File: src/rtl/mem_access_stage_pkg.sv
`default_nettype none
// ============================================================================
// Module   : mem_access_stage_pkg
// Brief    : Shared write-back select and MEM-stage FSM encodings.
// Revision : 1.0 - initial release
// ============================================================================
package mem_access_stage_pkg;

    localparam logic [1:0] WB_SEL_ALU = 2'b00;
    localparam logic [1:0] WB_SEL_MEM = 2'b01;
    localparam logic [1:0] WB_SEL_PC4 = 2'b10;

    typedef enum logic [1:0] {
        IDLE = 2'b00,
        REQ  = 2'b01,
        DONE = 2'b10
    } state_t;

endpackage
`default_nettype wire

File: src/rtl/mem_wb_reg.sv
`default_nettype none
// ============================================================================
// Module   : mem_wb_reg
// Brief    : MEM/WB pipeline register; a stall loads a bubble (write disabled).
// Revision : 1.0 - initial release
// ============================================================================
module mem_wb_reg (
    input  logic        clk,
    input  logic        reset,
    input  logic        stall,
    input  logic        reg_write,
    input  logic [4:0]  write_register,
    input  logic [31:0] write_data,
    output logic        WB_RegWrite,
    output logic [4:0]  WB_Write_register,
    output logic [31:0] WB_Write_data
);

    always_ff @(posedge clk or posedge reset) begin
        if (reset) begin
            WB_RegWrite       <= 1'b0;
            WB_Write_register <= 5'd0;
            WB_Write_data     <= 32'd0;
        end else if (stall) begin
            WB_RegWrite       <= 1'b0;
        end else begin
            WB_RegWrite       <= reg_write;
            WB_Write_register <= write_register;
            WB_Write_data     <= write_data;
        end
    end

endmodule
`default_nettype wire

File: src/rtl/mem_access_stage.sv
`default_nettype none
// ============================================================================
// Module   : mem_access_stage
// Brief    : MIPS MEM stage: req/ack data-bus access, pipeline stall, MEM/WB.
// Revision : 1.0 - initial release
// ============================================================================
module mem_access_stage
    import mem_access_stage_pkg::*;
#(
    parameter int TIMEOUT_CYCLES = 255,
    parameter int CNT_W          = 8
) (
    input  logic        clk,
    input  logic        reset,
    input  logic        MEM_MemRead,
    input  logic        MEM_MemWrite,
    input  logic        MEM_RegWrite,
    input  logic [1:0]  MEM_MemtoReg,
    input  logic [31:0] MEM_Data_in2,
    input  logic [31:0] MEM_PC_plus_4,
    input  logic [4:0]  MEM_Write_register,
    input  logic [31:0] MEM_ALU_out,
    output logic        dbus_req,
    output logic        dbus_we,
    output logic [31:0] dbus_addr,
    output logic [31:0] dbus_wdata,
    input  logic        dbus_ack,
    input  logic [31:0] dbus_rdata,
    output logic        mem_stall,
    output logic        addr_error,
    output logic        bus_error,
    output logic        WB_RegWrite,
    output logic [4:0]  WB_Write_register,
    output logic [31:0] WB_Write_data
);

    state_t           r_state;
    logic [CNT_W-1:0] r_wait_cnt;
    logic [31:0]      r_rdata;
    logic             r_load_err;

    logic             w_acc;
    logic             w_misaligned;
    logic             w_timeout;
    logic [CNT_W-1:0] w_cnt_next;
    logic [31:0]      w_wb_data;
    logic             w_wb_we;

    assign w_acc        = MEM_MemRead | MEM_MemWrite;
    assign w_misaligned = (MEM_ALU_out[1:0] != 2'b00);
    assign w_cnt_next   = r_wait_cnt + CNT_W'(1);
    assign w_timeout    = (TIMEOUT_CYCLES != 0) && (w_cnt_next == CNT_W'(TIMEOUT_CYCLES));

    // Combinational so the upstream stages freeze in the same cycle the access is seen.
    assign mem_stall = !reset && (((r_state == IDLE) && w_acc) || (r_state == REQ));

    always_ff @(posedge clk or posedge reset) begin
        if (reset) begin
            r_state    <= IDLE;
            r_wait_cnt <= '0;
            r_rdata    <= 32'd0;
            r_load_err <= 1'b0;
            dbus_req   <= 1'b0;
            dbus_we    <= 1'b0;
            dbus_addr  <= 32'd0;
            dbus_wdata <= 32'd0;
            addr_error <= 1'b0;
            bus_error  <= 1'b0;
        end else begin
            addr_error <= 1'b0;
            bus_error  <= 1'b0;
            case (r_state)
                IDLE: begin
                    if (w_acc) begin
                        r_wait_cnt <= '0;
                        if (w_misaligned) begin
                            addr_error <= 1'b1;
                            r_load_err <= MEM_MemRead;
                            r_rdata    <= 32'd0;
                            r_state    <= DONE;
                        end else begin
                            dbus_req   <= 1'b1;
                            dbus_we    <= MEM_MemWrite;
                            dbus_addr  <= MEM_ALU_out;
                            dbus_wdata <= MEM_Data_in2;
                            r_state    <= REQ;
                        end
                    end
                end
                REQ: begin
                    r_wait_cnt <= w_cnt_next;
                    // An ack in the timeout cycle still completes the access.
                    if (dbus_ack) begin
                        r_rdata  <= dbus_rdata;
                        dbus_req <= 1'b0;
                        r_state  <= DONE;
                    end else if (w_timeout) begin
                        dbus_req   <= 1'b0;
                        bus_error  <= 1'b1;
                        r_load_err <= MEM_MemRead;
                        r_state    <= DONE;
                    end
                end
                DONE: begin
                    // EX/MEM advances this edge, so the same access is never reissued.
                    r_load_err <= 1'b0;
                    r_state    <= IDLE;
                end
                default: r_state <= IDLE;
            endcase
        end
    end

    always_comb begin
        w_wb_data = MEM_ALU_out;
        case (MEM_MemtoReg)
            WB_SEL_MEM: w_wb_data = r_rdata;
            WB_SEL_PC4: w_wb_data = MEM_PC_plus_4;
            default:    w_wb_data = MEM_ALU_out;
        endcase
    end

    assign w_wb_we = MEM_RegWrite & ~r_load_err;

    mem_wb_reg u_mem_wb_reg (
        .clk               (clk),
        .reset             (reset),
        .stall             (mem_stall),
        .reg_write         (w_wb_we),
        .write_register    (MEM_Write_register),
        .write_data        (w_wb_data),
        .WB_RegWrite       (WB_RegWrite),
        .WB_Write_register (WB_Write_register),
        .WB_Write_data     (WB_Write_data)
    );

endmodule
`default_nettype wire

File: config.mk
export PLATFORM = sky130hd
export DESIGN_NAME = mem_access_stage
export DESIGN_NICKNAME = d
export VERILOG_FILES = /design/src/rtl/mem_access_stage_pkg.sv /design/src/rtl/mem_wb_reg.sv /design/src/rtl/mem_access_stage.sv
export SDC_FILE = /design/constraint.sdc
export NUM_CORES = 1
export LEC_CHECK = 0
export ABC_AREA = 1
export BUFFER_PORTS_ARGS = -buffer_cell sky130_fd_sc_hd__buf_2
export CELL_PAD_IN_SITES_DETAIL_PLACEMENT = 1
export CELL_PAD_IN_SITES_GLOBAL_PLACEMENT = 2
export CORE_ASPECT_RATIO = 1.25
export CORE_UTILIZATION = 26
export DETAILED_ROUTE_END_ITERATION = 10
export GPL_TIMING_DRIVEN = 0
export PLACE_DENSITY = 0.82
export SYNTH_ARGS = -nofsm -noshare
export SYNTH_HDL_FRONTEND = slang
export SYNTH_SLANG_ARGS = --single-unit
File: constraint.sdc
create_clock -name clk -period 4.2 [get_ports clk]
set_input_delay 0.21 -clock clk [delete_from_list [all_inputs] [get_ports clk]]
set_output_delay 0.21 -clock clk [all_outputs]
set_load 0.01 [all_outputs]
==> flow_summary.json, run 1 <==
{
  "grt_antenna_before_repair": 2,
  "hold_path.startpoint": "dbus_rdata[13]",
  "insertion_delay_ns": 0.43,
  "ys_seq_area_share_pct": 57.5,
  "grt_overflow": 0,
  "peakVddDrop_mv": 0.308,
  "hold_depth": 3,
  "final_common_cell": "buf_2",
  "htree_num_levels": 4,
  "clkTransAtPathRegs_ns": 0.06,
  "drive_gt1_share_pct": 38.7,
  "path_class": "flip-flop to output pin",
  "cts_tree": "done",
  "status": "complete, no violations",
  "yosys-top-cells-area": "dfrtp_1 57%, mux2_2 11%, nand2_1 8.6%",
  "met3_length_um": 847,
  "synth_area_um2": 6490,
  "cp_max_fo": 10,
  "hold_class": "input port to flip-flop",
  "arrival_ns": 1.97,
  "final_nets": 1104,
  "reg2reg_depth": 7,
  "syn_inst": 657,
  "die_h_um": 179,
  "power.total_w": 0.00574,
  "start_kind": "flip-flop",
  "synth_nets": 802,
  "wl_met1_mm": 9.45,
  "synth.avg_cell_area_um2": 9.87,
  "timing.final.ws_setup_ns": 2.02,
  "max_clock_freq_mhz": 458,
  "r2r_end": "r_rdata[8]$_DFFE_PP0P_",
  "drcViolationCount": 0,
  "die_x_um": 143,
  "wl_met2_mm": 11.7,
  "fill_cells": 2938,
  "power.density_nw_per_um2": 628,
  "seq_area_um2": 3730,
  "clock_path_buffers": 2,
  "dp_cells": 1238,
  "skew_ns": 0.00914,
  "clock_sinks": 149,
  "coreArea_um2": 24500,
  "r2r_start": "r_state[1]$_DFFE_PP0P_",
  "via_per_inst": 4.47,
  "row_count": 64,
  "dr.pass1.iters": 4,
  "finalSetupTns_ns": 0,
  "start_util_pct": 26.5,
  "worstPathRequired_ns": 3.99,
  "ys_ff_latch": 149,
  "dr.max_layer_used": "met4",
  "fin_crit_ns": 2.18,
  "rsz0062_at_grt": "no",
  "grt_pass1_wl_mm": 34.0,
  "dp_slack_ns": 2.00,
  "setup_viol": 0,
  "grt_usage_pct": 18.0,
  "finalWirelength_mm": 22.5,
  "final_cell_mix": "262 x buf_2, 149 x dfrtp_1, 148 x nand2_1",
  "yosys_warnings": 0,
  "synth_top_area_share_pct": 57.5,
  "hold_ws_ns": 0.0248,
  "yosysTopAreaCell": "dfrtp_1",
  "fin_crit_sh_pct": 52.0,
  "slew-limit-headroom_pct": 55.2,
  "hold_viol": 0,
  "drv_slew": 0,
  "cts_setup_buffers": 0,
  "numPortBuffers": 247,
  "area_delta_synth_final_pct": 40.9,
  "p_leak_nw": 4.40,
  "drt-initial-drc-count": 209,
  "holdPathEnd": "r_rdata[13]$_DFFE_PP0P_",
  "io-pin-count": 248,
  "vias": 5832,
  "dpl.hpwl_mm": 16.9,
  "cts_resized": 0,
  "cts_made_buffers": 17,
  "rrSetupSlack_ns": 2.06,
  "cap_violations": 0,
  "cts-root-buf": "clkbuf_16",
  "end_kind": "output pin",
  "multi_input_area_um2": 2360,
  "wl_per_cell_um": 17.3,
  "place.gp.congestion": 0.746,
  "ant_nets": 0,
  "ys_types": 26,
  "grt_max_degree": 36,
  "die_area_um2": 25600,
  "grt_pass1_vias": 6141,
  "tightest_slew_ns": 0.671,
  "fin_cells": 1304
}
logic make-up (layout without fill, tap and decap cells):
family | after synthesis | in the layout | synth area share, %
other cells | 0 | 2 | 0
compound gates | 108 | 108 | 9.07
fa+ha+maj | 4 | 4 | 0.772
mux | 62 | 62 | 10.8
flops | 149 | 149 | 57.5
buf+inv | 92 | 407 | 6.08
simple gates | 242 | 242 | 15.8
critical path, stage by stage (launching register included):
cell and delay, ns:
dfrtp_1 0.50, nor2_8 0.26, inv_2 0.14, nand2_4 0.16, inv_2 0.09, nor2_4 0.21, buf_2 0.18
registers in the layout, indices dropped and copies added (netlist names):
name                            count
r_rdata                            32
u_mem_wb_reg.WB_Write_data         32
bus_error                           1
dbus_req                            1
dbus_wdata                         32
dbus_addr                          32
r_state                             2
r_load_err                          1
addr_error                          1
r_wait_cnt                          8
u_mem_wb_reg.WB_RegWrite            1
u_mem_wb_reg.WB_Write_register      5
dbus_we                             1
layer usage:
layer / global-route usage, % / up-vias
li1: - / 2776
met1: 21.6 / 2874
met2: 31.6 / 150
met3: 3.14 / 32
met4: 7.40 / 0
met5: 0 / -
where the power goes:
part           total, W  switching (W)  internal (W)
Combinational   0.00197        0.00113      0.000847
Clock           0.00155       0.000627      0.000920
Sequential      0.00222       0.000254       0.00196
worst max path at each step:
| stage | startpoint | end | slack, ns |
|---|---|---|---|
| final | r_state[1]$_DFFE_PP0P_ | mem_stall | 2.02 |
| after global routing | r_state[1]$_DFFE_PP0P_ | r_rdata[8]$_DFFE_PP0P_ | 1.89 |
| after CTS | r_state[1]$_DFFE_PP0P_ | mem_stall | 1.93 |
| after detailed placement | r_state[1]$_DFFE_PP0P_ | r_rdata[4]$_DFFE_PP0P_ | 2.00 |
| after global placement | reset | dbus_wdata[7]$_DFFE_PP0P_ | 0.86 |
| after floorplan | reset | addr_error$_DFF_PP0_ | 2.12 |
timing repair:
item,CTS,global route
hold buffers,32,0
setup endpoints to repair,0,0
endpoints found under the hold margin,56,0
synthesized netlist by cell type:
| cell type | number |
|---|---|
| dfrtp_1 | 149 |
| nand2_1 | 148 |
| mux2_2 | 62 |
| inv_1 | 52 |
| nor2_1 | 44 |
| o21ai_0 | 43 |
| nand3_1 | 40 |
| a31oi_1 | 32 |
| o21ai_1 | 28 |
| buf_2 | 15 |
| clkbuf_1 | 15 |
| ha_1 | 4 |
| inv_2 | 4 |
| o22ai_1 | 4 |
| buf_6 | 3 |
| buf_4 | 2 |
| nand4_1 | 2 |
| nor3_4 | 2 |
| a21boi_0 | 1 |
| buf_1 | 1 |
| nand2_4 | 1 |
| nand3b_1 | 1 |
| nor2_4 | 1 |
| nor2_8 | 1 |
| nor3_1 | 1 |
| or2_2 | 1 |
stage by stage:
step / instance area [um^2] / utilization [%]
after floorplan: 6490 / -
after global placement: 8140 / 33.2
after detailed placement: 8220 / 33.5
after CTS: 9130 / 37.3
after global routing: 9140 / 37.3
final: 9140 / 37.3
final cells by class:
cell class	count	area share (%)
multi-input combinational	416	25.9
inverter	56	2.34
timing repair buffer	283	17.9
tap	330	4.52
antenna	2	0.0548
sequential	149	40.8
buffer	36	2.01
clock inverter	12	1.40
clock buffer	20	5.11
Note: power is estimated with default switching activity, not from simulation.
==> run 2, diff against run 1 <==
Clock period 4.2 ns to 1.8 ns, I/O delays scaled along.
==> flow_summary.json, run 2 (synthesized netlist as in run 1, its figures left out) <==
{
  "r2r_start": "r_state[1]$_DFFE_PP0P_",
  "path_cells": "nor2_4 -> nand2_2 -> nand2_4 -> inv_2 -> nor2_4 -> buf_2",
  "hold_class": "input port to flip-flop",
  "rrSetupSlack_ns": 0.10,
  "clock_sinks": 149,
  "finalSetupTns_ns": 0,
  "use_met2_pct": 34.3,
  "power_frac_seq_pct": 37.7,
  "power.density_nw_per_um2": 1380,
  "cts_tree": "done",
  "combPwrFrac_pct": 36.1,
  "p_leak_nw": 4.77,
  "grt_pass1_wl_mm": 36.3,
  "grt_pass1_vias": 6668,
  "cp_top_family": "flip-flops",
  "fin_crit_ns": 1.72,
  "numPortBuffers": 247,
  "final_nets": 1185,
  "r2r_end": "dbus_addr[18]$_DFFE_PP0P_",
  "tightest_slew_ns": 0.672,
  "drcViolationCount": 0,
  "hold_depth": 5,
  "path_buf_inv": 2,
  "drv_slew": 0,
  "dpl_cell_area_um2": 8220,
  "holdPathEnd": "u_mem_wb_reg.WB_Write_data[21]$_DFFE_PP0N_",
  "status": "complete, no violations",
  "place.gp.congestion": 0.746,
  "end_kind": "output pin",
  "die_x_um": 143,
  "clock_path_buffers": 2,
  "cts-root-buf": "clkbuf_16",
  "p_sw_w": 0.00483,
  "dp_cells": 1238,
  "sw_frac_of_total_pct": 35.0,
  "setup_viol": 0,
  "p_int_w": 0.00896,
  "grt_antenna_before_repair": 5,
  "slew-limit-headroom_pct": 55.2,
  "worstPathRequired_ns": 1.71,
  "dr.pass1.iters": 4,
  "die_area_um2": 25600,
  "final_cell_mix": "255 x buf_2, 147 x dfrtp_1, 146 x nand2_1",
  "finalWirelength_mm": 24.0,
  "htree_num_levels": 4,
  "reg2reg_depth": 5,
  "final_common_cell": "buf_2",
  "critPathSlowestCell": "dfrtp_2",
  "row_count": 64,
  "grt_overflow": 0,
  "cp_common_cell": "nor2_4",
  "die_h_um": 179,
  "peakVddDrop_mv": 0.713,
  "area_delta_synth_final_pct": 54.3,
  "postLayoutCellArea_um2": 10000,
  "ant_nets": 0,
  "io-pin-count": 248,
  "cts_made_buffers": 17,
  "wl_per_cell_um": 17.3,
  "hold_viol": 0,
  "cpPeakStageDelay_ns": 0.49,
  "drt-initial-drc-count": 228,
  "vias": 6236,
  "arrival_ns": 1.63,
  "use_met3_pct": 3.41,
  "cp_max_fo": 5,
  "final_util_pct": 40.8,
  "use_met1_pct": 22.1,
  "start_kind": "flip-flop",
  "skew_ns": 0.0102,
  "via_per_inst": 4.49,
  "rsz0062_at_grt": "no",
  "clkTransAtPathRegs_ns": 0.06,
  "fin_crit_sh_pct": 95.3,
  "dpl.hpwl_mm": 16.9,
  "drive_gt1_share_pct": 37.4,
  "grt_usage_pct": 19.2,
  "grt_max_degree": 36,
  "grt.busiest_layer": "met2",
  "cap_violations": 0,
  "max_clock_freq_mhz": 583,
  "path_class": "flip-flop to output pin",
  "hold_path.startpoint": "MEM_PC_plus_4[21]",
  "fin_cells": 1389,
  "clkPwrFrac_pct": 26.2,
  "coreArea_um2": 24500,
  "start_util_pct": 26.5,
  "insertion_delay_ns": 0.43
}
==> run 2: what timing repair did <==
| action | CTS | global route |
|---|---|---|
| pin swaps | 5 | 0 |
| hold endpoints to repair | 160 | 0 |
| endpoints found under the setup margin | 138 | 44 |
| buffers inserted | 6 | 1 |
| hold buffers | 106 | 0 |
| gates resized for setup | 9 | 13 |
==> run 2: stage by stage <==
| stage | hold slack [ns] | total power (W) | worst slack, ns |
|---|---|---|---|
| 2_1_floorplan | 0.162 | 0.00773 | -0.165 |
| 3_3_place_gp | 0.288 | 0.00966 | -1.42 |
| 3_5_place_dp | 0.260 | 0.00986 | -0.397 |
| 4_1_cts | 0.00930 | 0.0139 | 0.0168 |
| 5_1_grt | 0.0551 | 0.0146 | 0.00417 |
| 6_report | 0.0327 | 0.0138 | 0.0839 |
==> run 2: power groups by stage <==
| stage | Combinational, W | Sequential [W] | Clock (W) |
|---|---|---|---|
| global placement | 0.00450 | 0.00516 | 0 |
| finish | 0.00497 | 0.00520 | 0.00362 |
| floorplan | 0.00202 | 0.00571 | 0 |
| global route | 0.00543 | 0.00535 | 0.00383 |
| detailed placement | 0.00463 | 0.00522 | 0 |
| CTS | 0.00497 | 0.00518 | 0.00373 |
==> run 2: layout make-up <==
type,count,area [um^2]
Tap cell,330,413
Timing Repair Buffer,364,2440
Buffer,36,204
Multi-Input combinational cell,416,2390
Clock buffer,20,467
Fill cell,2941,14500
Sequential cell,149,3730
Clock inverter,12,128
Antenna cell,6,15.0
Inverter,56,216
==> run 2: worst min-delay path, delay by kind of cell <==
kind	cells	cell delay (ns)
buffers and inverters	1	0.10
and+or+nand+nor	2	0.10
AOI/OAI and AO/OA	2	0.13
==> run 2: layer usage <==
metal  vias up  wire [um]  share of wire (%)
met5         -          0                  0
met4         0        782                3.3
met1      3075       9820                 41
met2       170      12500                 52
met3        49        874                3.6
li1       2942          -                  -
==> run 2: worst max path at each step <==
stage,from,endpoint,cells past startpoint
after detailed placement,r_state[1]$_DFFE_PP0P_,r_rdata[4]$_DFFE_PP0P_,7
after CTS,r_state[1]$_DFFE_PP0P_,mem_stall,6
after floorplan,reset,addr_error$_DFF_PP0_,1
after global routing,r_state[1]$_DFFE_PP0P_,u_mem_wb_reg.WB_Write_data[2]$_DFFE_PP0N_,8
final,r_state[1]$_DFFE_PP0P_,mem_stall,6
after global placement,reset,dbus_wdata[7]$_DFFE_PP0P_,2
==> run 3, diff against run 2 <==
Settings changed: CORE_ASPECT_RATIO 1.25 to default, TNS_END_PERCENT from default to 20.
==> flow_summary.json, run 3 (synthesized netlist as in run 1, its figures left out) <==
{
  "grt_antenna_before_repair": 2,
  "row_count": 57,
  "power.density_nw_per_um2": 1410,
  "critPathSlowestCell": "dfrtp_2",
  "ant_nets": 0,
  "skew_ns": 0.00678,
  "final_cell_mix": "256 x buf_2, 146 x dfrtp_1, 145 x nand2_1",
  "hold_class": "input port to flip-flop",
  "clkTransAtPathRegs_ns": 0.06,
  "worstSetupPathDepth": 10,
  "cp_top_family": "buffers and inverters",
  "fill_cells": 2897,
  "status": "complete, no violations",
  "rsz0062_at_grt": "yes",
  "die_area_um2": 25600,
  "hold_viol": 0,
  "cap_violations": 0,
  "slew-limit-headroom_pct": 56.6,
  "vias": 6294,
  "start_util_pct": 26.6,
  "grt_pass1_wl_mm": 38.5,
  "coreArea_um2": 24400,
  "reg2reg_depth": 10,
  "clock_path_buffers": 2,
  "p_leak_nw": 4.81,
  "insertion_delay_ns": 0.42,
  "grt_overflow": 0,
  "worstPathRequired_ns": 2.14,
  "clock_sinks": 149,
  "hold_depth": 5,
  "setup_viol": 0,
  "power.total_w": 0.0142,
  "drt-initial-drc-count": 260,
  "wl_per_cell_um": 17.8,
  "cts_tree": "done",
  "htree_num_levels": 4,
  "arrival_ns": 2.04,
  "grt_max_degree": 39,
  "io-pin-count": 248,
  "area_delta_synth_final_pct": 55.2,
  "via_per_inst": 4.54,
  "grt_usage_pct": 19.6,
  "final_nets": 1191,
  "start_kind": "flip-flop",
  "cts_made_buffers": 17,
  "tightest_slew_ns": 0.651,
  "hold_ws_ns": 0.0278,
  "grt_pass1_vias": 7039,
  "max_clock_freq_mhz": 588,
  "end_kind": "flip-flop",
  "drv_slew": 0,
  "finalWirelength_mm": 24.7,
  "fin_crit_ns": 1.70,
  "path_cells": "inv_4 -> nor2_8 -> inv_4 -> nor2_2 -> nor3_4 -> buf_4 -> buf_12 -> buf_6 -> nand3_1 -> o21ai_1",
  "fin_crit_sh_pct": 94.5,
  "die_x_um": 160,
  "die_h_um": 160,
  "peakVddDrop_mv": 0.601,
  "numPortBuffers": 247,
  "place.gp.congestion": 0.768,
  "drive_gt1_share_pct": 37.4,
  "dpl.hpwl_mm": 17.0,
  "dr.pass1.iters": 6,
  "final_common_cell": "buf_2",
  "cp_common_cell": "inv_4",
  "path_buf_inv": 5,
  "drcViolationCount": 0,
  "path_class": "flip-flop to flip-flop",
  "cts-root-buf": "clkbuf_16",
  "cpPeakStageDelay_ns": 0.46,
  "cp_max_fo": 10
}
==> run 3: area by class of cell <==
type / instances / area [um^2] / share of cell area [%]
Clock inverter: 13 / 183 / 1.81
Buffer: 36 / 203 / 2.01
Sequential cell: 149 / 3730 / 37.1
Inverter: 56 / 219 / 2.17
Multi-Input combinational cell: 416 / 2380 / 23.7
Timing Repair Buffer: 370 / 2500 / 24.9
Antenna cell: 2 / 5.00 / 0.0497
Clock buffer: 19 / 433 / 4.30
Tap cell: 324 / 405 / 4.03
==> run 3: path summary, 6_finish.rpt <==
kind | from | to | slack (ns)
setup / recovery | r_state[0]$_DFFE_PP0P_ | r_rdata[14]$_DFFE_PP0P_ | 0.1
min in group asynchronous | reset | r_wait_cnt[3]$_DFFE_PP0P_ | 0.31
hold reg to reg | dbus_req$_DFFE_PP0P_ | dbus_req$_DFFE_PP0P_ | 0.48
setup reg to reg | r_state[0]$_DFFE_PP0P_ | r_rdata[14]$_DFFE_PP0P_ | 0.1
hold / removal | MEM_PC_plus_4[9] | u_mem_wb_reg.WB_Write_data[9]$_DFFE_PP0N_ | 0.03
max in group asynchronous | reset | dbus_wdata[22]$_DFFE_PP0P_ | 0.67
==> run 3: worst min-delay path, cell delays in order <==
cell	delay, ns
buf_2	0.10
nand2_1	0.04
o21ai_0	0.07
nand2_1	0.06
a31oi_1	0.06
==> run 3: stage by stage <==
step                      TNS [ns]  utilization [%]  std cells  cell area (um^2)  setup WS, ns
after floorplan             -24.58                -        657              6490        -0.165
after global placement     -236.66             33.3       1228              8130         -1.39
after detailed placement    -33.34             33.7       1232              8210        -0.572
after CTS                        0             40.9       1377              9970        0.0196
after global routing       -0.0614             41.3       1385             10100       -0.0291
final                            0             41.3       1385             10100        0.0984
==> run 3: power breakdown <==
part	total (W)	internal, W	switching, W	leakage (nW)
Combinational	0.00515	0.00233	0.00282	2.65
Sequential	0.00523	0.00459	0.000643	1.87
Clock	0.00382	0.00232	0.00150	0.301
==> run 3: layer usage <==
| metal | vias to the layer above | track usage (%) | routed length (um) |
|---|---|---|---|
| li1 | 2957 | - | - |
| met1 | 3080 | 22.7 | 10400 |
| met2 | 200 | 33.9 | 12200 |
| met3 | 57 | 4.52 | 1140 |
| met4 | 0 | 9.91 | 982 |
| met5 | - | 0 | 0 |
==> run 3: repair_timing <==
| item | in CTS | in global routing |
|---|---|---|
| buffers inserted | 7 | 5 |
| hold buffers | 106 | 0 |
| gates resized for setup | 7 | 15 |
| pin swaps | 5 | 2 |
| endpoints found under the setup margin | 101 | 79 |
| gates cloned | 0 | 1 |
| endpoints found under the hold margin | 154 | 0 |
